[src/rtl/simon_pkg.sv]
// Shared definitions for the colour-memory game core and the LCD message decoder.
package simon_pkg;

    // Internal FSM states of the game core.
    typedef enum logic [2:0] {
        S_IDLE     = 3'd0,
        S_ADD      = 3'd1,
        S_SHOW_ON  = 3'd2,
        S_SHOW_GAP = 3'd3,
        S_WAIT_IN  = 3'd4,
        S_WIN      = 3'd5,
        S_LOSE     = 3'd6
    } state_e;

    // Status codes exported on state_o; the LCD controller uses them as message select.
    localparam logic [2:0] ST_IDLE  = 3'd0;
    localparam logic [2:0] ST_SHOW  = 3'd1;
    localparam logic [2:0] ST_INPUT = 3'd2;
    localparam logic [2:0] ST_WIN   = 3'd3;
    localparam logic [2:0] ST_LOSE  = 3'd4;

    // Ceiling log2 for sizing; returns 0 for values <= 1.
    function automatic int clog2(input int value);
        int r;
        r = 0;
        while ((1 << r) < value) begin
            r++;
        end
        return r;
    endfunction

    // Collapse the internal state into the coarse status code.
    function automatic logic [2:0] status_code(input state_e s);
        case (s)
            S_IDLE:                        return ST_IDLE;
            S_ADD, S_SHOW_ON, S_SHOW_GAP:  return ST_SHOW;
            S_WAIT_IN:                     return ST_INPUT;
            S_WIN:                         return ST_WIN;
            S_LOSE:                        return ST_LOSE;
            default:                       return ST_IDLE;
        endcase
    endfunction

endpackage

[src/rtl/lfsr_color.sv]
// Free-running 16-bit Fibonacci LFSR (taps 16,14,13,11) with reduction to a colour index.
module lfsr_color
    import simon_pkg::*;
#(
    parameter int          NUM_COLORS = 4,
    parameter logic [15:0] LFSR_SEED  = 16'hACE1,
    localparam int         CW         = (clog2(NUM_COLORS) > 1) ? clog2(NUM_COLORS) : 1
) (
    input  logic          clk,
    input  logic          rst_n,
    output logic [CW-1:0] color_o
);

    localparam logic [CW:0]   NC_EXT   = NUM_COLORS[CW:0];
    localparam logic [CW-1:0] NC_TRUNC = NUM_COLORS[CW-1:0];

    logic [15:0]   lfsr_q;
    logic [15:0]   lfsr_d;
    logic [CW-1:0] raw;

    // Shift left and feed the tap XOR back into bit 0.
    always_comb begin
        lfsr_d = {lfsr_q[14:0], lfsr_q[15] ^ lfsr_q[13] ^ lfsr_q[12] ^ lfsr_q[10]};
    end

    // LFSR register; advances every clock, independent of the tick enable.
    // NOTE: sequential state uses non-blocking assignments so all flops update from pre-edge values.
    always_ff @(posedge clk or negedge rst_n) begin
        if (!rst_n) begin
            lfsr_q <= LFSR_SEED;
        end else begin
            lfsr_q <= lfsr_d;
        end
    end

    assign raw = lfsr_q[CW-1:0];

    // Fold out-of-range draws back into range; one subtraction suffices since raw < 2*NUM_COLORS.
    // NOTE: the output gets a default before the condition so no latch is inferred.
    always_comb begin
        color_o = raw;
        if ({1'b0, raw} >= NC_EXT) begin
            color_o = raw - NC_TRUNC;
        end
    end

endmodule

[src/rtl/simon_seq_engine.sv]
// Colour-memory game core: grows a random sequence, plays it back, then checks the echo.
module simon_seq_engine
    import simon_pkg::*;
#(
    parameter int          NUM_COLORS    = 4,
    parameter int          MAX_LEN       = 16,
    parameter int          SHOW_TICKS    = 50,
    parameter int          GAP_TICKS     = 20,
    parameter int          TIMEOUT_TICKS = 100,
    parameter logic [15:0] LFSR_SEED     = 16'hACE1,
    localparam int         CW            = (clog2(NUM_COLORS) > 1) ? clog2(NUM_COLORS) : 1
) (
    input  logic          clk,
    input  logic          reset,
    input  logic          tick,
    input  logic          start,
    input  logic          btn_valid,
    input  logic [CW-1:0] btn_color,
    output logic          show_valid,
    output logic [CW-1:0] show_color,
    output logic          buzzer,
    output logic [7:0]    score,
    output logic [2:0]    state_o,
    output logic          game_over
);

    localparam int IW    = (clog2(MAX_LEN) > 1) ? clog2(MAX_LEN) : 1;
    localparam int MAXT0 = (SHOW_TICKS > GAP_TICKS) ? SHOW_TICKS : GAP_TICKS;
    localparam int MAXT  = (MAXT0 > TIMEOUT_TICKS) ? MAXT0 : TIMEOUT_TICKS;
    localparam int TW    = (clog2(MAXT + 1) > 1) ? clog2(MAXT + 1) : 1;

    localparam logic [TW-1:0] SHOW_LAST = TW'(SHOW_TICKS - 1);
    localparam logic [TW-1:0] GAP_LAST  = TW'(GAP_TICKS - 1);
    localparam logic [TW-1:0] TO_LAST   = TW'(TIMEOUT_TICKS - 1);
    localparam logic [TW-1:0] GAP_LIM   = TW'(GAP_TICKS);
    localparam logic [7:0]    MAX_LEN_B = 8'(MAX_LEN);
    localparam logic [CW:0]   NC_EXT    = NUM_COLORS[CW:0];

    state_e        state_q, state_d;
    logic [7:0]    len_q, len_d;
    logic [IW-1:0] idx_q, idx_d;
    logic [7:0]    score_q, score_d;
    logic [TW-1:0] cnt_q, cnt_d;
    logic [CW-1:0] seq_q [MAX_LEN];
    logic          seq_we;
    logic [CW-1:0] new_color;
    logic          idx_last;
    logic          btn_bad;

    logic          show_valid_q, show_valid_d;
    logic [CW-1:0] show_color_q, show_color_d;
    logic          buzzer_q, buzzer_d;
    logic [2:0]    state_code_q;
    logic          game_over_q, game_over_d;

    lfsr_color #(
        .NUM_COLORS (NUM_COLORS),
        .LFSR_SEED  (LFSR_SEED)
    ) u_lfsr (
        .clk     (clk),
        .rst_n   (reset),
        .color_o (new_color)
    );

    assign idx_last = (8'(idx_q) + 8'd1 == len_q);
    assign btn_bad  = ({1'b0, btn_color} >= NC_EXT) || (btn_color != seq_q[idx_q]);

    // Next-state logic: FSM transitions, sequence pointers, score and duration counter.
    always_comb begin
        state_d = state_q;
        len_d   = len_q;
        idx_d   = idx_q;
        score_d = score_q;
        cnt_d   = cnt_q;
        seq_we  = 1'b0;

        case (state_q)
            S_IDLE, S_WIN, S_LOSE: begin
                if (state_q == S_LOSE && tick && cnt_q < GAP_LIM) begin
                    cnt_d = cnt_q + TW'(1);
                end
                if (start) begin
                    state_d = S_ADD;
                    len_d   = 8'd0;
                    score_d = 8'd0;
                    idx_d   = '0;
                end
            end
            S_ADD: begin
                seq_we  = 1'b1;
                len_d   = len_q + 8'd1;
                idx_d   = '0;
                state_d = S_SHOW_ON;
            end
            S_SHOW_ON: begin
                if (tick) begin
                    cnt_d = cnt_q + TW'(1);
                    if (cnt_q == SHOW_LAST) begin
                        state_d = S_SHOW_GAP;
                    end
                end
            end
            S_SHOW_GAP: begin
                if (tick) begin
                    cnt_d = cnt_q + TW'(1);
                    if (cnt_q == GAP_LAST) begin
                        if (idx_last) begin
                            idx_d   = '0;
                            state_d = S_WAIT_IN;
                        end else begin
                            idx_d   = idx_q + IW'(1);
                            state_d = S_SHOW_ON;
                        end
                    end
                end
            end
            S_WAIT_IN: begin
                if (tick) begin
                    cnt_d = cnt_q + TW'(1);
                end
                // A press wins over a timeout reached on the same cycle.
                if (btn_valid) begin
                    if (btn_bad) begin
                        state_d = S_LOSE;
                    end else if (idx_last) begin
                        score_d = (score_q == 8'hFF) ? score_q : score_q + 8'd1;
                        state_d = (len_q == MAX_LEN_B) ? S_WIN : S_ADD;
                    end else begin
                        idx_d = idx_q + IW'(1);
                        cnt_d = '0;
                    end
                end else if (tick && cnt_q == TO_LAST) begin
                    state_d = S_LOSE;
                end
            end
            default: begin
                state_d = S_IDLE;
            end
        endcase

        if (state_d != state_q) begin
            cnt_d = '0;
        end
    end

    // Output decode from next-state values so every output is a flop.
    always_comb begin
        show_valid_d = (state_d == S_SHOW_ON);
        show_color_d = '0;
        if (state_d == S_SHOW_ON) begin
            // Bypass the element being written this cycle (first element of a new game).
            if (seq_we && len_q[IW-1:0] == idx_d) begin
                show_color_d = new_color;
            end else begin
                show_color_d = seq_q[idx_d];
            end
        end
        buzzer_d    = (state_d == S_SHOW_ON) || (state_d == S_LOSE && cnt_d < GAP_LIM);
        game_over_d = (state_d == S_WIN) || (state_d == S_LOSE);
    end

    // FSM state, pointers, score and counter registers.
    always_ff @(posedge clk or negedge reset) begin
        if (!reset) begin
            state_q <= S_IDLE;
            len_q   <= 8'd0;
            idx_q   <= '0;
            score_q <= 8'd0;
            cnt_q   <= '0;
        end else begin
            state_q <= state_d;
            len_q   <= len_d;
            idx_q   <= idx_d;
            score_q <= score_d;
            cnt_q   <= cnt_d;
        end
    end

    // Sequence storage; appended one element per ADD cycle.
    // NOTE: the array is reset because a mid-game reset must leave no stale sequence behind.
    always_ff @(posedge clk or negedge reset) begin
        if (!reset) begin
            for (int i = 0; i < MAX_LEN; i++) begin
                seq_q[i] <= '0;
            end
        end else if (seq_we) begin
            seq_q[len_q[IW-1:0]] <= new_color;
        end
    end

    // Registered outputs.
    always_ff @(posedge clk or negedge reset) begin
        if (!reset) begin
            show_valid_q <= 1'b0;
            show_color_q <= '0;
            buzzer_q     <= 1'b0;
            state_code_q <= ST_IDLE;
            game_over_q  <= 1'b0;
        end else begin
            show_valid_q <= show_valid_d;
            show_color_q <= show_color_d;
            buzzer_q     <= buzzer_d;
            state_code_q <= status_code(state_d);
            game_over_q  <= game_over_d;
        end
    end

    assign show_valid = show_valid_q;
    assign show_color = show_color_q;
    assign buzzer     = buzzer_q;
    assign score      = score_q;
    assign state_o    = state_code_q;
    assign game_over  = game_over_q;

endmodule

[config.mk]
export PLATFORM = sky130hd
export DESIGN_NAME = simon_seq_engine
export DESIGN_NICKNAME = d
export VERILOG_FILES = /design/src/rtl/simon_pkg.sv /design/src/rtl/lfsr_color.sv /design/src/rtl/simon_seq_engine.sv
export SDC_FILE = /design/constraint.sdc
export NUM_CORES = 1
export LEC_CHECK = 0
export ABC_AREA = 1
export ABC_CLOCK_PERIOD_IN_PS = 4400
export CAP_MARGIN = 30
export CORE_MARGIN = 5
export CORE_UTILIZATION = 60
export CTS_CLUSTER_DIAMETER = 40
export DETAILED_ROUTE_END_ITERATION = 10
export GPL_ROUTABILITY_DRIVEN = 0
export PLACE_DENSITY = 0.79
export SLEW_MARGIN = 20
export SYNTH_ARGS = -nofsm -noshare
export SYNTH_HDL_FRONTEND = slang
export SYNTH_SLANG_ARGS = --single-unit
[constraint.sdc]
create_clock -name clk -period 4.4 [get_ports clk]
set_input_delay 0.88 -clock clk [delete_from_list [all_inputs] [get_ports clk]]
set_output_delay 0.88 -clock clk [all_outputs]
set_load 0.03 [all_outputs]
==> results of run 1 <==
[flip-flops by register name, indices dropped and copies added (netlist names)]
name           cells
u_lfsr.lfsr_q     16
game_over          1
show_valid         1
idx_q              4
seq_q             32
show_color         2
cnt_q              7
score              8
state_o            3
buzzer             1
state_q            3
len_q              8
[power groups by stage]
stage | Clock (mW) | Sequential, mW | Combinational (mW)
2_1_floorplan | 0 | 1.10 | 0.826
3_3_place_gp | 0 | 1.07 | 1.13
3_5_place_dp | 0 | 1.08 | 1.16
4_1_cts | 0.631 | 1.06 | 1.17
5_1_grt | 0.665 | 1.08 | 1.31
6_report | 0.620 | 1.07 | 1.18
[final cells by class]
class                   instances  share of cell area
clock inverters                 5              0.0150
inverters                      96              0.0658
flip-flops and latches         86               0.392
multi-input cells             472               0.434
clock buffers                  11              0.0257
repair buffers                 25              0.0436
well taps                     105              0.0238
[per-layer routing]
layer	wire length [µm]	vias up
met1	5030	2131
met3	665	46
met2	5760	174
li1	-	2211
met5	0	-
met4	501	0
[placed cells by master, fill, tap and decap left out, drive strengths merged, types with 13 or more instances in the layout]
master         Yosys  routed
nand2            167     167
inv               95      95
nand3             81      81
dfrtp             78      78
nor2              69      69
o21ai             55      55
a21oi             23      23
clkdlybuf4s50      0      21
nand4             16      16
xor2              13      13
[kinds of logic (layout without fill, tap and decap cells)]
group           count (synthesis)  count (layout)  synth area share
buf+inv                       111             137            0.0891
compound gates                 94              94             0.103
simple gates                  349             349             0.316
mux                             1               1           0.00200
fa+ha+maj                       9               9            0.0225
flops                          86              86             0.433
xor+xnor                       19              19            0.0348
[worst max-delay path, cell delays in order]
cell,delay (ns)
clkdlybuf4s50_1,0.65
nand3_1,0.15
nor3_1,0.23
nor2_1,0.15
inv_1,0.09
o21ai_0,0.10
inv_1,0.40
nand3_4,0.29
xor2_1,0.21
nand3_1,0.10
nor2_2,0.17
nand2_1,0.07
nand2_1,0.07
a21oi_1,0.04
[final timing paths]
path	start	endpoint	slack, ns
setup / recovery	tick	show_color[0]	1.04
hold / removal	u_lfsr.lfsr_q[14]	u_lfsr.lfsr_q[15]	0.36
setup reg to reg	idx_q[1]	show_color[0]	1.05
hold reg to reg	u_lfsr.lfsr_q[14]	u_lfsr.lfsr_q[15]	0.36
max in group asynchronous	reset	u_lfsr.lfsr_q[5]	2.94
min in group asynchronous	reset	cnt_q[1]	0.58
[synthesized netlist by cell type, types with 3 or more instances]
cell type	number	area [µm²]
a21oi_1	22	110
buf_2	6	30.0
clkbuf_1	6	22.5
dfrtp_1	78	1950
dfstp_2	8	210
ha_1	9	113
inv_1	85	319
inv_2	9	33.8
nand2_1	161	604
nand2_2	6	37.5
nand3_1	75	375
nand3_2	4	40.0
nand4_1	16	100
nor2_1	59	221
nor2_2	9	56.3
nor3_1	10	50.1
nor4_1	3	18.8
o21ai_0	49	245
o21ai_1	6	30.0
o22ai_1	4	25.0
xnor2_1	6	52.6
xor2_1	12	105
==> run summary, run 1 <==
Die Wd - 101 µm
layout cells sized above 1 - 0.0921
maximum clock frequency - 298 MHz
final net count - 706
worst-case reg-to-reg path depth - 16
met3 Track Usage GR - 0.0406
Synth warnings - 0
fill count - 690
worst-margin pin slew - 0.729 ns
Worst Path Arrival - 3.60 ns
GRT Total Usage - 0.247
pin count of the biggest net entering global routing - 61
total CTS buffers - 9
setup ws final - 1.04 ns
critical-path maximum fanout - 18
Slew headroom - 0.514
Post-synth top flop - dfrtp_1
Power Dens Cells - 520 mW/mm²
Hold Slack - 0.357 ns
Final setup violation count - 0
Multi-input gate area - 0.00239 mm²
H-Tree Depth - 3
synthesis-stage register bit count - 86
gr busiest metal - met2
vias per inst - 5.70
Post-CTS Hold Buffers - 0
final instance area - 0.00551 mm²
Routed WL - 12000 µm
Area growth, synth to finish - 10.3%
Pre-Repair DR Iteration Count - 5
TritonCTS clock tree - done
Sw Share - 0.429
Avg Inst Size Synth - 7.47 µm²
met2 Use GR - 0.407
post-layout util - 0.674
chip height - 101 µm
clk sink count - 86
ANT cells - 0
Slew Limit Fails - 0
Worst-Skew Late Latency - 0.35 ns
Async SR Flop Fraction - 1.00
first-pass GRT wire length - 20200 µm
minimum clock period - 3.36 ns
Critical Path Start Type - primary input
Worst Hold Class - register to register
Final Hold Fails - 0
post-cts resize count - 0
Syn Inst Count - 669
vias in the first global route - 4307
Reg clk slew, reported paths - 0.09 ns
clock share of power - 0.216
Peak supply drop - 0.215 mV
FF+latch area - 0.00216 mm²
Vias - 4562
Layout Skew - 0.00983 ns
DIE AREA - 0.0103 mm²
critical path class - primary input to register
Leakage Power - 2.58 nW
Yosys cell types - 44
RSZ-0062 raised after global routing - no
WL/cell - 14.9 µm
Post-Layout Cell Count - 800
global route total overflow - 0
mapped cell area - 0.00500 mm²
syn_nets - 685
worst setup slack after placement - 0.762 ns
Pwr Total - 2.87 mW
Switching Power - 1.23 mW
worst path required time - 4.64 ns
Pint - 1.64 mW
number of synthesized flops with an enable pin - 0
period utilization - 0.763
sequential fraction of the synthesis area - 0.433
hold path cells - 0
core area - 0.00818 mm²
Comb power frac - 0.412
initial antenna violation count - 0
area of placed instances - 0.00529 mm²
Setup TNS Final - 0 ns
post-route ant nets - 0
CTS max path bufs - 2
Placed Cells - 784
IO Port Bufs - 22
Rows - 33
Critical Path End Type - register
Starting Density - 0.611
DRT iter0 DRCs - 288
setup bufs post-CTS - 0
grt met1 use - 0.322
root buf cell - clkbuf_8
I/O pins - 23
maxcap violations - 0
Seq pwr share - 0.371
outcome - finished clean
dpl hpwl - 8800 µm
drt drc - 0
Power figures use the tool's default switching activity.
==> inputs of run 2 (changes only) <==
--- a/config.mk
+++ b/config.mk
@@ -6,14 +6,14 @@
 export NUM_CORES = 1
 export LEC_CHECK = 0
 export ABC_AREA = 1
-export ABC_CLOCK_PERIOD_IN_PS = 4400
+export ABC_CLOCK_PERIOD_IN_PS = 2800
 export CAP_MARGIN = 30
 export CORE_MARGIN = 5
-export CORE_UTILIZATION = 60
+export CORE_UTILIZATION = 55
 export CTS_CLUSTER_DIAMETER = 40
 export DETAILED_ROUTE_END_ITERATION = 10
 export GPL_ROUTABILITY_DRIVEN = 0
-export PLACE_DENSITY = 0.79
+export PLACE_DENSITY = 0.77
 export SLEW_MARGIN = 20
 export SYNTH_ARGS = -nofsm -noshare
 export SYNTH_HDL_FRONTEND = slang
==> constraint.sdc (replaced) <==
create_clock -name clk -period 2.8 [get_ports clk]
set_input_delay 0.56 -clock clk [delete_from_list [all_inputs] [get_ports clk]]
set_output_delay 0.56 -clock clk [all_outputs]
set_load 0.03 [all_outputs]
==> run 2 against run 1 <==
  * Power increased by 73%
  * First-iteration DRC count rose by 42%
  * Register-to-register slack worse by 1.0 ns
  * Sequential power rose by 55%
  * Via count rose by 7.6%
  * Clock skew decreased by 0.0047 ns
  * Flip-flop and latch count unchanged
  * Combinational power grew 95%
  * Global-route usage shrank 0.99 points
  * Worst hold slack worse by 0.17 ns
==> run summary, run 2 (synthesized netlist as in run 1, its figures left out) <==
IO Port Bufs - 22
Area growth, synth to finish - 20.5%
fill count - 676
first-pass GRT wire length - 21900 µm
drt drc - 0
global route total overflow - 0
vias in the first global route - 4599
most common cell after layout, fill and taps aside - nand2_1
Pint - 2.88 mW
most frequent cells in the layout - 156 x nand2_1, 82 x inv_1, 76 x dfrtp_1
root buf cell - clkbuf_8
layout cells sized above 1 - 0.172
worst-margin pin slew - 0.597 ns
TritonCTS clock tree - done
Hold Slack - 0.186 ns
CTS max path bufs - 2
vias per inst - 5.81
Worst Path Arrival - 3.01 ns
Final setup violation count - 0
Critical Path End Type - register
R2R Setup Slk - 0.05 ns
Worst Hold Class - primary input to asynchronous set/reset pin
GRT Total Usage - 0.237
post-layout util - 0.684
RR Startpoint - idx_q[0]
clock share of power - 0.205
Critical Path Start Type - register
WL/cell - 15.6 µm
clk sink count - 86
Vias - 4907
reg2reg end - buzzer
Leakage Power - 2.81 nW
Slew Limit Fails - 0
FF+latch area - 0.00216 mm²
Seq pwr share - 0.334
outcome - finished clean
maximum clock frequency - 364 MHz
Pre-Repair DR Iteration Count - 6
I/O pins - 23
Post-CTS Hold Buffers - 0
H-Tree Depth - 3
worst path required time - 3.06 ns
DRT iter0 DRCs - 409
Comb power frac - 0.462
Largest regs - seq_q (32), u_lfsr.lfsr_q (16)
Reg clk slew, reported paths - 0.09 ns
total CTS buffers - 9
Switching Power - 2.10 mW
ANT cells - 0
Final Hold Fails - 0
post-route ant nets - 0
worst-case reg-to-reg path depth - 18
Die Wd - 105 µm
dpl hpwl - 9340 µm
maxcap violations - 0
Rows - 34
Sw Share - 0.422
minimum clock period - 2.75 ns
Layout Skew - 0.00512 ns
largest register by flop count - seq_q
DIE AREA - 0.0111 mm²
Placed Cells - 813
final net count - 748
chip height - 105 µm
Worst-Skew Late Latency - 0.36 ns
max reg flops - 32
Post-Layout Cell Count - 845
initial antenna violation count - 0
RSZ-0062 raised after global routing - yes
Routed WL - 13200 µm
Peak supply drop - 0.425 mV
critical path class - register to register
period utilization - 0.981
Power Dens Cells - 827 mW/mm²
critical-path maximum fanout - 6
Multi-input gate area - 0.00253 mm²
Slew headroom - 0.599
pin count of the biggest net entering global routing - 87
core area - 0.00881 mm²
Starting Density - 0.567
[run 2: critical path, cell delays in order, from the launching register on]
cell	delay, ns
dfrtp_1	0.41
buf_6	0.13
ha_4	0.27
xnor2_2	0.10
nand3_1	0.10
nor2_2	0.17
nand3_4	0.13
buf_6	0.15
nor3_4	0.12
nand3_2	0.14
nand2_2	0.11
xor2_1	0.15
o21ai_1	0.09
nor2_2	0.18
inv_2	0.08
a21oi_2	0.12
nand2_1	0.06
nand2_1	0.06
nand2_1	0.05
[run 2: area by class of cell]
class | instances | area share
flip-flops and latches | 86 | 0.360
clock inverters | 4 | 0.0129
clock buffers | 12 | 0.0258
well taps | 108 | 0.0224
repair buffers | 66 | 0.0975
multi-input cells | 473 | 0.420
inverters | 96 | 0.0617
[run 2: per-layer routing]
metal  wire (µm)  global-route usage
met5           0                   0
met3         811              0.0348
met2        6250               0.387
met1        5500               0.308
met4         601               0.122
[run 2: power by group through the flow]
stage	Sequential [mW]	Combinational, mW	Clock (mW)
2_1_floorplan	1.72	1.30	0
3_3_place_gp	1.66	1.97	0
3_5_place_dp	1.67	2.03	0
4_1_cts	1.65	2.06	1.03
5_1_grt	1.69	2.52	1.09
6_report	1.66	2.30	1.02
[run 2: repair_timing]
action / 4_1_cts / 5_1_grt
setup buffers: 0 / 15
gates cloned: 0 / 1
gates resized for setup: 4 / 36
endpoints found under the setup margin: 3 / 9
pin swaps: 0 / 18
[run 2: worst max-delay path by stage]
stage	start	to	slack (ns)	cells past startpoint
6_report	idx_q[0]	buzzer	0.05	18
5_1_grt	cnt_q[0]	show_color[1]	-0.12	19
4_1_cts	idx_q[0]	show_color[1]	0.01	22
3_5_place_dp	idx_q[0]	buzzer	-0.1	21
3_3_place_gp	tick	show_color[1]	0.03	15
2_1_floorplan	idx_q[0]	show_color[1]	0.20	16
[run 2: metrics by stage]
stage / power [mW] / cell area [µm²] / setup WS, ns / TNS, ns
after floorplan: 3.02 / 5000 / 0.202 / 0
after global placement: 3.63 / 5500 / 0.0251 / 0
after detailed placement: 3.70 / 5500 / -0.0974 / -0.155
after CTS: 4.74 / 5750 / 0.0130 / 0
after global routing: 5.29 / 6020 / -0.124 / -0.354
final: 4.98 / 6020 / 0.0542 / 0
==> inputs of run 3 (changes only) <==
--- a/config.mk
+++ b/config.mk
@@ -13,6 +13,7 @@
 export CTS_CLUSTER_DIAMETER = 40
 export DETAILED_ROUTE_END_ITERATION = 10
 export GPL_ROUTABILITY_DRIVEN = 0
+export GPL_TIMING_DRIVEN = 0
 export PLACE_DENSITY = 0.77
 export SLEW_MARGIN = 20
 export SYNTH_ARGS = -nofsm -noshare
==> run 3 against run 2 <==
  * The run now ends with negative setup slack left
  * Critical endpoint is now show_color[1]
  * Critical path depth grew 4
  * Count of clock-buffer cells in the layout shrank 3
  * Clock power shrank 13%
  * Sequential share of layout area grew 0.49 points
  * Largest power group unchanged
==> run summary, run 3 (synthesized netlist as in run 1, its figures left out) <==
global route total overflow - 0
ANT cells - 0
critical-path cell list - buf_6, buf_12, nor2_2, nand3_1, nand2_1, nor2_1, nand2_1, nand3_1, nand2_4, nand2_1, nor2_1, nand3_1, nand3_2, nand2_2, nor2_4, nand2_1, nand3_2, nor2_4, inv_2, nand3_1, nand2_1, inv_1
largest register by flop count - seq_q
Worst-Skew Late Latency - 0.37 ns
Power Dens Cells - 816 mW/mm²
grt met1 use - 0.288
violated checks - negative setup slack
max reg flops - 32
clock share of power - 0.184
Routed WL - 13400 µm
critical-path maximum fanout - 5
most common cell after layout, fill and taps aside - nand2_1
WL/cell - 16.0 µm
Slew Limit Fails - 0
post-route ant nets - 0
Pwr Total - 4.84 mW
period utilization - 1.01
drt drc - 0
root buf cell - clkbuf_8
H-Tree Depth - 3
area of placed instances - 0.00536 mm²
most frequent cells in the layout - 157 x nand2_1, 83 x inv_1, 76 x dfrtp_1
Final Hold Fails - 0
worst path required time - 3.07 ns
Top delay family on crit path - simple AND/OR/NAND/NOR gates
Post-CTS Hold Buffers - 0
vias per inst - 5.80
Worst Path Arrival - 3.09 ns
Seq pwr share - 0.337
GRT Total Usage - 0.230
gr busiest metal - met2
maximum clock frequency - 355 MHz
met3 Track Usage GR - 0.0403
maxcap violations - 0
slowest stage delay, CP - 0.43 ns
core area - 0.00881 mm²
DIE AREA - 0.0111 mm²
Die Wd - 105 µm
TritonCTS clock tree - done
post-layout util - 0.674
Sw Share - 0.440
Area growth, synth to finish - 18.8%
outcome - finished with violations
Comb power frac - 0.480
Critical Path Start Type - register
pin count of the biggest net entering global routing - 45
Layout Skew - 0.0143 ns
chip height - 105 µm
Pint - 2.71 mW
minimum clock period - 2.82 ns
Leakage Power - 2.77 nW
Switching Power - 2.13 mW
final instance area - 0.00594 mm²
Slew headroom - 0.616
DRT iter0 DRCs - 426
IO Port Bufs - 21
Slowest cell on crit path - dfrtp_1
critical path class - register to register
final net count - 741
worst setup slack after placement - -0.287 ns
Critical Path End Type - register
CTS max path bufs - 2
vias in the first global route - 4432
initial antenna violation count - 0
clk sink count - 86
dpl hpwl - 9170 µm
Pre-Repair DR Iteration Count - 6
Rows - 34
I/O pins - 23
met2 Use GR - 0.384
fill count - 714
cell mode on critical path - nand2_1
Reg clk slew, reported paths - 0.10 ns
Starting Density - 0.567
worst-margin pin slew - 0.577 ns
Final setup violation count - 2
Vias - 4863
Largest regs - seq_q (32), u_lfsr.lfsr_q (16)
Peak supply drop - 0.381 mV
layout cells sized above 1 - 0.167
first-pass GRT wire length - 20800 µm
Worst Hold Class - primary input to asynchronous set/reset pin
crit path buf inv count - 4
RSZ-0062 raised after global routing - yes
setup ws final - -0.0177 ns
total CTS buffers - 9
## run 3: per-layer routing
layer	vias to the layer above	part of all wire	wire, µm
met5	-	0	0
met1	2247	0.41	5450
met3	71	0.072	963
li1	2281	-	-
met2	264	0.48	6460
met4	0	0.043	573
## run 3: cell type report
type / instances / area (µm²) / area share
clock inverters: 7 / 73.8 / 0.0124
well taps: 108 / 135 / 0.0228
repair buffers: 44 / 405 / 0.0683
inverters: 96 / 365 / 0.0615
flip-flops and latches: 86 / 2160 / 0.365
multi-input cells: 473 / 2570 / 0.433
clock buffers: 9 / 124 / 0.0209
plain buffers: 15 / 97.6 / 0.0164
## run 3: worst reg2reg max path, stage by stage, from the launching register on
cell and delay (ns):
dfrtp_1 0.43, buf_6 0.16, buf_12 0.12, nor2_2 0.19, nand3_1 0.11, nand2_1 0.08, nor2_1 0.07, nand2_1 0.09
nand3_1 0.12, nand2_4 0.12, nand2_1 0.06, nor2_1 0.12, nand3_1 0.13, nand3_2 0.11, nand2_2 0.10, nor2_4 0.22
nand2_1 0.11, nand3_2 0.11, nor2_4 0.06, inv_2 0.05, nand3_1 0.07, nand2_1 0.06, inv_1 0.03
## run 3: what timing repair did
item,4_1_cts,5_1_grt
setup endpoints to repair,2,5
resized for setup,8,38
hold endpoints to repair,0,0
pin swaps,0,19
setup buffers,3,18
gates cloned,0,2
## run 3: worst paths after layout
check	startpoint	end	slack [ns]	depth (start not counted)
max reg2reg	idx_q[1]	show_color[1]	-0.02	22
min	reset	cnt_q[3]	0.16	1
max	idx_q[1]	show_color[1]	-0.02	22
min in group clk	u_lfsr.lfsr_q[8]	u_lfsr.lfsr_q[9]	0.35	0
min reg2reg	u_lfsr.lfsr_q[8]	u_lfsr.lfsr_q[9]	0.35	0
max in group asynchronous	reset	u_lfsr.lfsr_q[6]	1.93	2
## run 3: power by group through the flow
stage / sequential, mW / clock, mW / combinational, mW
finish: 1.63 / 0.890 / 2.32
global route: 1.66 / 0.966 / 2.53
CTS: 1.62 / 0.912 / 1.96
detailed placement: 1.64 / 0 / 1.93
global placement: 1.63 / 0 / 1.87
floorplan: 1.72 / 0 / 1.30
## run 3: per-stage QoR
step | cells | setup TNS [ns] | hold WS, ns
after floorplan | 669 | 0 | 0.264
after global placement | 798 | -149.87 | 0.335
after detailed placement | 799 | -0.543 | 0.336
after CTS | 818 | 0 | 0.192
after global routing | 838 | -0.471 | 0.210
final | 838 | -0.0327 | 0.164
